File: config.mk
export PLATFORM = sky130hd
export DESIGN_NAME = minibus_slave_regfile_flat
export DESIGN_NICKNAME = d
export VERILOG_FILES = /design/src/rtl/minibus_pkg.sv /design/src/rtl/minibus_slave_if.sv /design/src/rtl/minibus_wdata_merge.sv /design/src/rtl/minibus_slave_regfile.sv /design/src/flat_wrapper.sv
export SDC_FILE = /design/constraint.sdc
export NUM_CORES = 1
export LEC_CHECK = 0
export ABC_AREA = 1
export CORE_AREA = 2 2 237 239
export DETAILED_ROUTE_END_ITERATION = 10
export DIE_AREA = 0 0 239 241
export GPL_TIMING_DRIVEN = 1
export PLACE_DENSITY = 0.63
export SLEW_MARGIN = 15
export SYNTH_ARGS = -nofsm -noshare
export SYNTH_HDL_FRONTEND = slang
export SYNTH_SLANG_ARGS = --single-unit
export TNS_END_PERCENT = 10
File: constraint.sdc
create_clock -name clk -period 12.5 [get_ports clk]
set_input_delay 1.875 -clock clk [delete_from_list [all_inputs] [get_ports clk]]
set_output_delay 1.875 -clock clk [all_outputs]
set_load 0.03 [all_outputs]
File: src/rtl/minibus_pkg.sv
// minibus_pkg: shared widths, width-code and FSM enums, bus request/response structs
package minibus_pkg;
  localparam int DATA_WIDTH = 32;
  localparam int ADDR_WIDTH = 12;
  typedef enum logic [1:0] {BYTE = 2'b00, HALF = 2'b01, WORD = 2'b10} width_e;
  typedef enum logic [1:0] {IDLE, WAIT, RESP} state_e;
  typedef struct packed {
    logic [ADDR_WIDTH-1:0] addr;
    logic [DATA_WIDTH-1:0] wdata;
    width_e width;
    logic wen;
    logic ren;
  } req_t;
  typedef struct packed {
    logic ack;
    logic err;
    logic [DATA_WIDTH-1:0] rdata;
  } res_t;
endpackage

File: src/rtl/minibus_slave_if.sv
// minibus_slave_if: minibus request/response bundle
// clk, nrst: bus clock/reset (informational); sel, req: from master; res: from slave
interface minibus_slave_if (input logic clk, input logic nrst);
  import minibus_pkg::*;
  logic sel;
  req_t req;
  res_t res;
  modport slave (input clk, nrst, sel, req, output res);
  modport master (input clk, nrst, res, output sel, req);
endinterface

File: src/rtl/minibus_wdata_merge.sv
// minibus_wdata_merge: places byte/half write data into its lane(s) and checks alignment
// offset/width/wdata: access descriptor; cur: current register word
// merged: cur with written lanes replaced; wbits: written bits only; misaligned: bad width/offset
module minibus_wdata_merge import minibus_pkg::*; (
  input  logic [1:0]            offset,
  input  width_e                width,
  input  logic [DATA_WIDTH-1:0] wdata,
  input  logic [DATA_WIDTH-1:0] cur,
  output logic [DATA_WIDTH-1:0] merged,
  output logic [DATA_WIDTH-1:0] wbits,
  output logic                  misaligned
);
  localparam logic [DATA_WIDTH-1:0] BM = DATA_WIDTH'(8'hFF);
  localparam logic [DATA_WIDTH-1:0] HM = DATA_WIDTH'(16'hFFFF);
  logic [DATA_WIDTH-1:0] lmask;
  always_comb begin
    misaligned = width == HALF ? offset[0] : width == WORD ? |offset : width != BYTE;
    lmask = width == BYTE ? BM << {offset, 3'b000} : width == HALF ? HM << {offset, 3'b000} : '1;
    wbits = (width == WORD ? wdata : wdata << {offset, 3'b000}) & lmask;
    merged = (cur & ~lmask) | wbits;
  end
endmodule

File: src/rtl/minibus_slave_regfile.sv
// minibus_slave_regfile: minibus slave register file with RO/W1C bits and hw load ports
// clk/rst: clock, async active-high reset; _slaveif: bus slave port
// hw_we/hw_wdata: per-register hw load; outputs: register contents; wr_pulse: per-register commit pulse
// Define MINIBUS_REGFILE_W1C_EN to honour W1C_MASK; otherwise those bits are plain read/write.
module minibus_slave_regfile import minibus_pkg::*; #(
  parameter int REGS_COUNT = 8,
  parameter int WAIT_CYCLES = 0,
  parameter logic [REGS_COUNT-1:0][DATA_WIDTH-1:0] RO_MASK = '0,
  parameter logic [REGS_COUNT-1:0][DATA_WIDTH-1:0] W1C_MASK = '0,
  parameter logic [REGS_COUNT-1:0][DATA_WIDTH-1:0] RESET_VAL = '0
) (
  input  logic                                  clk,
  input  logic                                  rst,
  minibus_slave_if.slave                        _slaveif,
  input  logic [REGS_COUNT-1:0]                 hw_we,
  input  logic [REGS_COUNT-1:0][DATA_WIDTH-1:0] hw_wdata,
  output logic [REGS_COUNT-1:0][DATA_WIDTH-1:0] outputs,
  output logic [REGS_COUNT-1:0]                 wr_pulse
);
`ifdef MINIBUS_REGFILE_W1C_EN
  localparam logic [REGS_COUNT-1:0][DATA_WIDTH-1:0] W1C = W1C_MASK & ~RO_MASK;
`else
  localparam logic [REGS_COUNT-1:0][DATA_WIDTH-1:0] W1C = W1C_MASK & '0;
`endif
  state_e state, state_n;
  logic [3:0] cnt;
  req_t q, src;
  res_t res, res_n;
  logic [REGS_COUNT-1:0][DATA_WIDTH-1:0] regs, regs_n;
  logic [REGS_COUNT-1:0] hit, commit;
  logic [DATA_WIDTH-1:0] cur, merged, wbits;
  logic misaligned, err, accept;
  // In IDLE the live request is decoded so a zero-wait response can be formed at the accept edge.
  assign src = state == IDLE ? _slaveif.req : q;
  assign accept = state == IDLE && _slaveif.sel && (_slaveif.req.wen || _slaveif.req.ren);
  assign outputs = regs;
  assign _slaveif.res = res;
  minibus_wdata_merge u_merge (
    .offset(src.addr[1:0]), .width(src.width), .wdata(src.wdata), .cur(cur),
    .merged(merged), .wbits(wbits), .misaligned(misaligned)
  );
  always_comb begin
    hit = '0;
    cur = '0;
    for (int i = 0; i < REGS_COUNT; i++) begin
      hit[i] = src.addr[ADDR_WIDTH-1:2] == (ADDR_WIDTH-2)'(i);
      cur = cur | (hit[i] ? regs[i] : '0);
    end
    err = misaligned || !(|hit) || (src.wen && src.ren);
    commit = state == RESP && q.wen && !err ? hit : '0;
    state_n = state == IDLE ? (accept ? (WAIT_CYCLES > 0 ? WAIT : RESP) : IDLE) :
              state == WAIT ? (cnt == 4'(WAIT_CYCLES - 1) ? RESP : WAIT) : IDLE;
    res_n = state_n == RESP ? {1'b1, err, src.ren && !err ? cur : DATA_WIDTH'(0)} : '0;
  end
  // Bus value keeps RO bits, clears W1C bits written with 1; hw wins only on RO/W1C bits.
  always_comb begin
    logic [DATA_WIDTH-1:0] bus, keep;
    regs_n = regs;
    for (int i = 0; i < REGS_COUNT; i++) begin
      keep = RO_MASK[i] | W1C[i];
      bus = (regs[i] & RO_MASK[i]) | (regs[i] & W1C[i] & ~wbits) | (merged & ~keep);
      regs_n[i] = hw_we[i] ? (hw_wdata[i] & keep) | ((commit[i] ? bus : hw_wdata[i]) & ~keep) :
                  commit[i] ? bus : regs[i];
    end
  end
  always_ff @(posedge clk or posedge rst)
    if (rst) begin
      state <= IDLE;
      cnt <= '0;
      q <= '0;
      res <= '0;
      regs <= RESET_VAL;
      wr_pulse <= '0;
    end else begin
      state <= state_n;
      cnt <= state == WAIT ? cnt + 4'd1 : '0;
      if (accept) q <= _slaveif.req;
      res <= res_n;
      regs <= regs_n;
      wr_pulse <= commit;
    end
endmodule

File: src/flat_wrapper.sv
// flat-port wrapper written by rule: the top's interface ports become plain ports
module minibus_slave_regfile_flat import minibus_pkg::*;
#(
  parameter int REGS_COUNT = 8,
  parameter int WAIT_CYCLES = 0,
  parameter logic [REGS_COUNT-1:0][DATA_WIDTH-1:0] RO_MASK = '0,
  parameter logic [REGS_COUNT-1:0][DATA_WIDTH-1:0] W1C_MASK = '0,
  parameter logic [REGS_COUNT-1:0][DATA_WIDTH-1:0] RESET_VAL = '0
)
  (clk, rst, hw_we, hw_wdata, outputs, wr_pulse, nrst, _slaveif_sel, _slaveif_req, _slaveif_res);
  minibus_slave_if _slaveif_i (.clk(clk), .nrst(nrst));
  input  logic clk;
  input  logic rst;
  input  logic [REGS_COUNT-1:0] hw_we;
  input  logic [REGS_COUNT-1:0][DATA_WIDTH-1:0] hw_wdata;
  output logic [REGS_COUNT-1:0][DATA_WIDTH-1:0] outputs;
  output logic [REGS_COUNT-1:0] wr_pulse;
  input wire logic nrst;
  input wire logic [$bits(_slaveif_i.sel)-1:0] _slaveif_sel;
  input wire logic [$bits(_slaveif_i.req)-1:0] _slaveif_req;
  output wire logic [$bits(_slaveif_i.res)-1:0] _slaveif_res;
  assign _slaveif_i.sel = _slaveif_sel;
  assign _slaveif_i.req = _slaveif_req;
  assign _slaveif_res = _slaveif_i.res;
  minibus_slave_regfile #(.REGS_COUNT(REGS_COUNT), .WAIT_CYCLES(WAIT_CYCLES), .RO_MASK(RO_MASK), .W1C_MASK(W1C_MASK), .RESET_VAL(RESET_VAL)) u_core (.clk(clk), .rst(rst), ._slaveif(_slaveif_i), .hw_we(hw_we), .hw_wdata(hw_wdata), .outputs(outputs), .wr_pulse(wr_pulse));
endmodule
==> flow_summary.ini, run 1 <==
[critical_path]
cp_slowest_cell = nor2_4
cp_top_family = simple AND/OR/NAND/NOR gates
worst_setup_path_end_kind = flip-flop
setup.worst_path.class = in -> reg
slowest_delay_ns = 0.86
cp.depth = 13
crit_required_ns = 13.02
crit_path_start_kind = primary input
r2r_cells = 13
crit_path_frequent_cell = nand2_1
critPathBufInv = 4
critPathArrivalTime_ns = 6.22
path_cells = clkdlybuf4s50_1 > nor2_1 > nand3_1 > nand2_1 > inv_1 > nor2_4 > buf_4 > nand2_1 > nor2_8 > inv_2 > nand2_1 > nand2_1 > nand2_1
cp_max_fo = 35

[grt]
grt_overflow = 0
grtUsageTotal_pct = 36.9
antenna_found_initial = 10
grt_pass1_wl_mm = 155
grt_max_degree = 141
grt_pass1_vias = 22496

[clock_network]
cts_tree = yes
cts.sinks = 352
htree_num_levels = 2
postCtsSetupRepairBufs = 0
cts-root-buf = clkbuf_16
clk_pin_slew_ns = 0.06
post_cts_resized = 0
holdBufCountCts = 0
insertion_delay_ns = 0.59
cts.path.max_buffers = 3
cts_inserted_buffers = 43

[cells_and_area]
final_common_cell = nand2_1
drive_gt1_share_pct = 4.25
fin_nets = 3929
mostFrequentLayoutCells = 1692 x nand2_1, 604 x clkdlybuf4s50_1, 523 x nand3_1
fillerInstances = 5549
syn2layout_area_growth_pct = 36.5
final_cells = 4357

[floorplanning]
start_util_pct = 37.8
dieHeight_um = 241
die_x_um = 239
rows = 86
dieArea_um2 = 57600
core_um2 = 54900
top_level_ports = 614

[routing]
wl_per_cell_um = 24.9
num_vias = 24141
vias_per_cell = 5.54
wirelength_mm = 108
drtIter0Drc = 2626
antenna_left = 0
first_pass_iters = 7
drc = 0

[timing]
fin_ws_ns = 6.80
tightestPinTransition_ns = 1.23
setup_tns_ns = 0
drv_slew = 0
setup_viol = 0
grt_setup_unrepaired = false
skew_ns = 0.0245
period_share_pct = 45.6
hold_viol = 0
layout_min_cycle_time_ns = 5.70
slew_headroom_pct = 17.7
fmax_mhz = 175

[power]
p_per_area_nw_per_um2 = 123
leakage_uw = 0.0147
p_total_uw = 3490
vdd_drop_max_mv = 0.101

[logic_synthesis]
avgSynthCellArea_um2 = 6.66
synth_cell_types = 29
yosys_warnings = 0
syn_inst = 3114
synth.area.top_cells = dfrtp_1 43%, nand2_1 31%, nand3_1 13%
synth_fp_nets = 3435
ys_seq_area_share_pct = 42.5
netlist.top_cell.by_area = dfrtp_1
synth_top_area_share_pct = 42.5
synth_area_um2 = 20700
ys_ff_latch = 352

[run_status]
status = finished clean

[flow_run]
cap_violations = 0

[min_path]
holdCritPathClass = reg -> reg
whs_path_depth = 1

[placement]
globalplace.congestion = 0.933
dp_slack_ns = 6.27
portBuffers = 612
dp_hpwl_mm = 75.2
dp.cells = 4267
==> synth_stat cells, drive strengths merged <==
cell and count:
ha 5, o22ai 10, buf 111, a21oi 41
nand2 1694, dfrtp 352, nand3 524, nor3 2
xor2 1, nor2 104, clkbuf 81, inv 76
o211ai 7, clkinv 1, o21ai 105
==> kinds of logic after synthesis <==
kind of cell	after synthesis	synth area share (%)
xor+xnor	1	0.0423
simple gates	2324	46.2
compound gates	163	4.18
fa+ha+maj	5	0.302
buf+inv	269	6.81
flops	352	42.5
==> flip-flops by register name, summed over array words and instances (netlist names) <==
| name | flops |
|---|---|
| u_core._slaveif.res | 34 |
| u_core.cnt | 4 |
| u_core.outputs | 256 |
| u_core.q | 48 |
| u_core.state | 2 |
| u_core.wr_pulse | 8 |
==> metrics by stage <==
stage | hold slack (ns) | utilization [%] | area (µm²)
finish | 0.466 | 51.6 | 28300
global route | 0.488 | 51.6 | 28300
CTS | 0.472 | 51.5 | 28300
detailed placement | 0.460 | 49.0 | 26900
global placement | 0.455 | 49.0 | 26900
floorplan | 0.433 | - | 20700
==> layout make-up <==
class                      instances  area, µm²  share of cell area [%]
antenna                           10       25.0                  0.0884
clock buffer                      66       1290                    4.57
clock inverter                    14       88.8                   0.314
inverter                          77        299                    1.06
multi-input combinational       2493      10600                    37.4
sequential                       352       8810                    31.1
tap                              704        881                    3.11
timing repair buffer             641       6320                    22.3
==> metal layers <==
metal	track usage (%)	vias up	part of all wire, %
li1	-	10905	-
met1	47.6	11410	39
met2	58.0	1545	45
met3	8.70	277	11
met4	18.5	4	5.2
met5	0	-	0.028
==> path summary, 6_finish.rpt <==
path                                           start                                end  slack [ns]
setup / recovery                    _slaveif_req[45]    u_core.outputs[201]$_DFFE_PP0P_        6.80
hold / removal               u_core.cnt[0]$_DFF_PP0_            u_core.cnt[0]$_DFF_PP0_        0.47
setup reg to reg           u_core.state[0]$_DFF_PP0_    u_core.outputs[201]$_DFFE_PP0P_        7.45
hold reg to reg              u_core.cnt[0]$_DFF_PP0_            u_core.cnt[0]$_DFF_PP0_        0.47
max in group asynchronous                        rst  u_core._slaveif.res[27]$_DFF_PP0_        9.23
min in group asynchronous                        rst    u_core.outputs[107]$_DFFE_PP0P_        1.79
==> power by group <==
part,switching [µW],total (µW),internal [µW]
combinational,593,903,310
clock,543,1260,714
sequential,90.3,1330,1240
Power figures use the tool's default switching activity.
==> run 2: changes to the inputs <==
- CORE_AREA: 2 2 237 239 -> 2 2 241 243
- DIE_AREA: 0 0 239 241 -> 0 0 243 245
- PLACE_DENSITY: 0.63 -> 0.64
- clock period: 12.5 -> 5.2 ns (I/O delays scaled with it)
==> flow_summary.ini, run 2 (synthesized netlist as in run 1, its figures left out) <==
[routing]
vias_per_cell = 5.44
drc = 0
wl_per_cell_um = 24.3
wirelength_mm = 108
antenna_left = 0
drtIter0Drc = 2480
num_vias = 24142
first_pass_iters = 5

[timing]
drv_slew = 0
setup_tns_ns = 0
slew_headroom_pct = 27.9
setup_viol = 0
tightestPinTransition_ns = 1.08
layout_min_cycle_time_ns = 3.87
grt_setup_unrepaired = false
fmax_mhz = 258
fin_ws_ns = 1.33
period_share_pct = 74.5
skew_ns = 0.0261
hold_ws_ns = 0.461
hold_viol = 0

[critical_path]
crit_required_ns = 5.70
r2r_slack_ns = 1.33
setup.worst_path.class = reg -> reg
worst_setup_path_end_kind = flip-flop
critPathArrivalTime_ns = 4.38
crit_path_start_kind = flip-flop
cp_max_fo = 59

[power]
internal-power_uw = 5670
power.share.clock_pct = 37.4
vdd_drop_max_mv = 0.182
power_switching_uw = 2930
seqPwrFrac_pct = 37.1
p_per_area_nw_per_um2 = 299
switching_share_pct = 34.1
p_total_uw = 8610
combPwrFrac_pct = 25.4
leakage_uw = 0.0149

[floorplanning]
start_util_pct = 36.3
rows = 88
die_x_um = 243
top_level_ports = 614
dieHeight_um = 245
core_um2 = 57000
dieArea_um2 = 59500

[flow_run]
cap_violations = 0

[placement]
globalplace.congestion = 0.966
portBuffers = 612
dp_hpwl_mm = 77.6
dp_slack_ns = 0.983

[grt]
grtUsageTotal_pct = 35.4
grt_overflow = 0
antenna_found_initial = 5
grt_pass1_vias = 22858
grt_max_degree = 139
grt_pass1_wl_mm = 155

[clock_network]
clk_pin_slew_ns = 0.06
cts.sinks = 352
holdBufCountCts = 0
cts-root-buf = clkbuf_16
cts_inserted_buffers = 42
htree_num_levels = 2
post_cts_resized = 0
postCtsSetupRepairBufs = 0
cts.path.max_buffers = 3
insertion_delay_ns = 0.59
cts_tree = yes

[cells_and_area]
largest_register_ffs = 256
fillerInstances = 5730
final_common_cell = nand2_1
fin_util_pct = 50.5
mostFrequentLayoutCells = 1692 x nand2_1, 604 x clkdlybuf4s50_1, 523 x nand3_1
fin_nets = 3960
multiInputGateArea_um2 = 10600
regArea_um2 = 8810
syn2layout_area_growth_pct = 38.9
drive_gt1_share_pct = 4.96

[run_status]
status = finished clean

[min_path]
holdCritPathClass = reg -> reg
## run 2: cell type report
| cell class | instances | area share, % |
|---|---|---|
| multi-input cells | 2493 | 36.8 |
| clock inverters | 11 | 0.661 |
| inverters | 77 | 1.03 |
| flip-flops and latches | 352 | 30.6 |
| repair buffers | 673 | 23.2 |
| clock buffers | 64 | 4.43 |
| well taps | 765 | 3.32 |
| diodes | 3 | 0.0261 |
## run 2: stage by stage
stage               cells  area (µm²)
finish               4438       28800
global route         4437       28800
CTS                  4435       28800
detailed placement   4360       27300
global placement     4360       27300
floorplan            3114       20700
## run 2: path summary, 6_finish.rpt
kind / cells past startpoint / startpoint / to
worst min register to register: 1 / u_core.cnt[0]$_DFF_PP0_ / u_core.cnt[0]$_DFF_PP0_
worst min-delay path: 1 / u_core.cnt[0]$_DFF_PP0_ / u_core.cnt[0]$_DFF_PP0_
worst max register to register: 14 / u_core.state[1]$_DFF_PP0_ / u_core.outputs[181]$_DFFE_PP0P_
min in group asynchronous: 3 / rst / u_core.outputs[177]$_DFFE_PP0P_
worst max-delay path: 14 / u_core.state[1]$_DFF_PP0_ / u_core.outputs[181]$_DFFE_PP0P_
max in group asynchronous: 3 / rst / u_core._slaveif.res[33]$_DFF_PP0_
## run 2: critical path, stage by stage, from the launching register on
cell	delay, ns
dfrtp_1	0.42
inv_2	0.06
nand2_2	0.34
buf_4	0.34
nand2_1	0.10
nand2_2	0.09
nand2_1	0.09
nor2_4	0.11
buf_4	0.56
nand2_1	0.27
nor2_8	0.66
inv_4	0.42
nand2_1	0.18
nand2_1	0.07
nand2_1	0.06
## run 2: power by group through the flow
stage                     sequential (µW)  combinational [µW]  clock (µW)
after floorplan                      3540                 711           0
after global placement               3230                2140           0
after detailed placement             3230                2160           0
after CTS                            3190                2170        3230
after global routing                 3220                2320        3330
final                                3200                2190        3220
## run 2: routing by layer
metal  wire, µm  track usage [%]  part of all wire [%]
met5         20                0                 0.019
met4       5190             16.3                   4.8
met3      11200             7.98                    10
met2      49700             57.1                    46
met1      41800             45.2                    39
==> run 3: changes to the inputs <==
- CORE_AREA: 2 2 241 243 -> 2 2 237 239
- DIE_AREA: 0 0 243 245 -> 0 0 239 241
- PLACE_DENSITY: 0.64 -> 0.63
- clock period: 5.2 -> 3.8 ns (I/O delays scaled with it)
==> flow_summary.ini, run 3 (synthesized netlist as in run 1, its figures left out) <==
[clock_network]
post_cts_resized = 0
htree_num_levels = 2
cts_inserted_buffers = 42
clk_pin_slew_ns = 0.06
cts-root-buf = clkbuf_16
postCtsSetupRepairBufs = 0
cts.sinks = 352
cts_tree = yes
holdBufCountCts = 0
cts.path.max_buffers = 3
insertion_delay_ns = 0.59

[placement]
dp.cells = 4324
portBuffers = 612
globalplace.congestion = 0.942
dp_hpwl_mm = 77.0

[timing]
grt_setup_unrepaired = false
tightestPinTransition_ns = 1.23
layout_min_cycle_time_ns = 3.58
period_share_pct = 94.1
skew_ns = 0.0187
hold_ws_ns = 0.397
drv_slew = 0
fmax_mhz = 280
setup_viol = 0
slew_headroom_pct = 17.9
hold_viol = 0

[power]
p_total_uw = 11500
vdd_drop_max_mv = 0.286
leakage_uw = 0.0150
p_per_area_nw_per_um2 = 397

[flow_run]
cap_violations = 0

[floorplanning]
die_x_um = 239
dieHeight_um = 241
rows = 86
start_util_pct = 37.8
dieArea_um2 = 57600
core_um2 = 54900
top_level_ports = 614

[routing]
antenna_left = 0
highest_layer = met5
first_pass_iters = 8
vias_per_cell = 5.52
wirelength_mm = 107
drtIter0Drc = 2658
met2_length_mm = 48.1
drc = 0
drt-met1-wl_mm = 41.8
num_vias = 24294
wl_per_cell_um = 24.3
wl_met3_mm = 11.5

[grt]
grt_pass1_vias = 22632
grt_pass1_wl_mm = 154
grt_max_degree = 133
grtUsageTotal_pct = 36.3
grt_overflow = 0
antenna_found_initial = 14

[critical_path]
cp_max_fo = 132
worst_setup_path_end_kind = flip-flop
setup.worst_path.class = reg -> reg
critPathArrivalTime_ns = 4.09
crit_path_start_kind = flip-flop
regToRegStartpoint = u_core.state[1]$_DFF_PP0_
crit_required_ns = 4.32
startpoint = u_core.state[1]$_DFF_PP0_

[cells_and_area]
final_cells = 4405
drive_gt1_share_pct = 5.45
final_common_cell = nand2_1
mostFrequentLayoutCells = 1692 x nand2_1, 604 x clkdlybuf4s50_1, 523 x nand3_1
largest_register_ffs = 256
multiInputGateArea_um2 = 10600
regArea_um2 = 8810
syn2layout_area_growth_pct = 39.5
fin_nets = 3985
fillerInstances = 5400

[min_path]
holdCritPathClass = in -> async

[run_status]
status = finished clean
-- run 3: metrics by stage --
stage,setup slack (ns),TNS (ns),cell area [µm²],util (%)
finish,0.224,0,28900,52.7
global placement,0.111,0,27600,50.2
floorplan,-1.48,-522.50,20700,-
detailed placement,0.0759,0,27600,50.2
CTS,0.303,0,28900,52.6
global route,0.0375,0,28900,52.7
-- run 3: power breakdown --
part           internal (µW)  switching [µW]  leakage [µW]  total, µW
Sequential              4080             305       0.00438       4380
Combinational           1070            1950       0.00993       3030
Clock                   2360            1720      0.000662       4070
Total                   7510            3980        0.0150      11500
-- run 3: routing by layer --
| layer | global-route usage (%) | vias up |
|---|---|---|
| li1 | - | 11011 |
| met5 | 0 | - |
| met1 | 47.4 | 11460 |
| met3 | 8.21 | 288 |
| met2 | 56.9 | 1527 |
| met4 | 17.9 | 8 |
-- run 3: worst paths after layout --
kind | to | slack [ns] | cells past startpoint
setup reg to reg | u_core.outputs[2]$_DFFE_PP0P_ | 0.22 | 13
max in group asynchronous | u_core.outputs[157]$_DFFE_PP0P_ | 2.37 | 4
hold / removal | u_core.outputs[146]$_DFFE_PP0P_ | 0.40 | 2
hold reg to reg | u_core.cnt[0]$_DFF_PP0_ | 0.46 | 1
setup / recovery | u_core.outputs[2]$_DFFE_PP0P_ | 0.22 | 13
min in group clk | u_core.cnt[0]$_DFF_PP0_ | 0.46 | 1
-- run 3: layout make-up --
cell class,instances,share of cell area (%)
repair buffers,698,24.1
clock inverters,4,0.0692
well taps,704,3.05
inverters,77,1.02
flip-flops and latches,352,30.5
diodes,10,0.0865
clock buffers,67,4.56
multi-input cells,2493,36.6
-- run 3: worst max-delay path, stage by stage (launching register included) --
cell and delay (ns):
dfrtp_1 0.42, nor2_4 0.43, nand2_1 0.11, nand2_1 0.13
nand2_1 0.10, nor2_4 0.12, buf_12 0.47, nand2_1 0.26
nor2_8 0.57, inv_2 0.29, buf_4 0.27, nand2_1 0.07
nand2_1 0.07, nand2_1 0.06
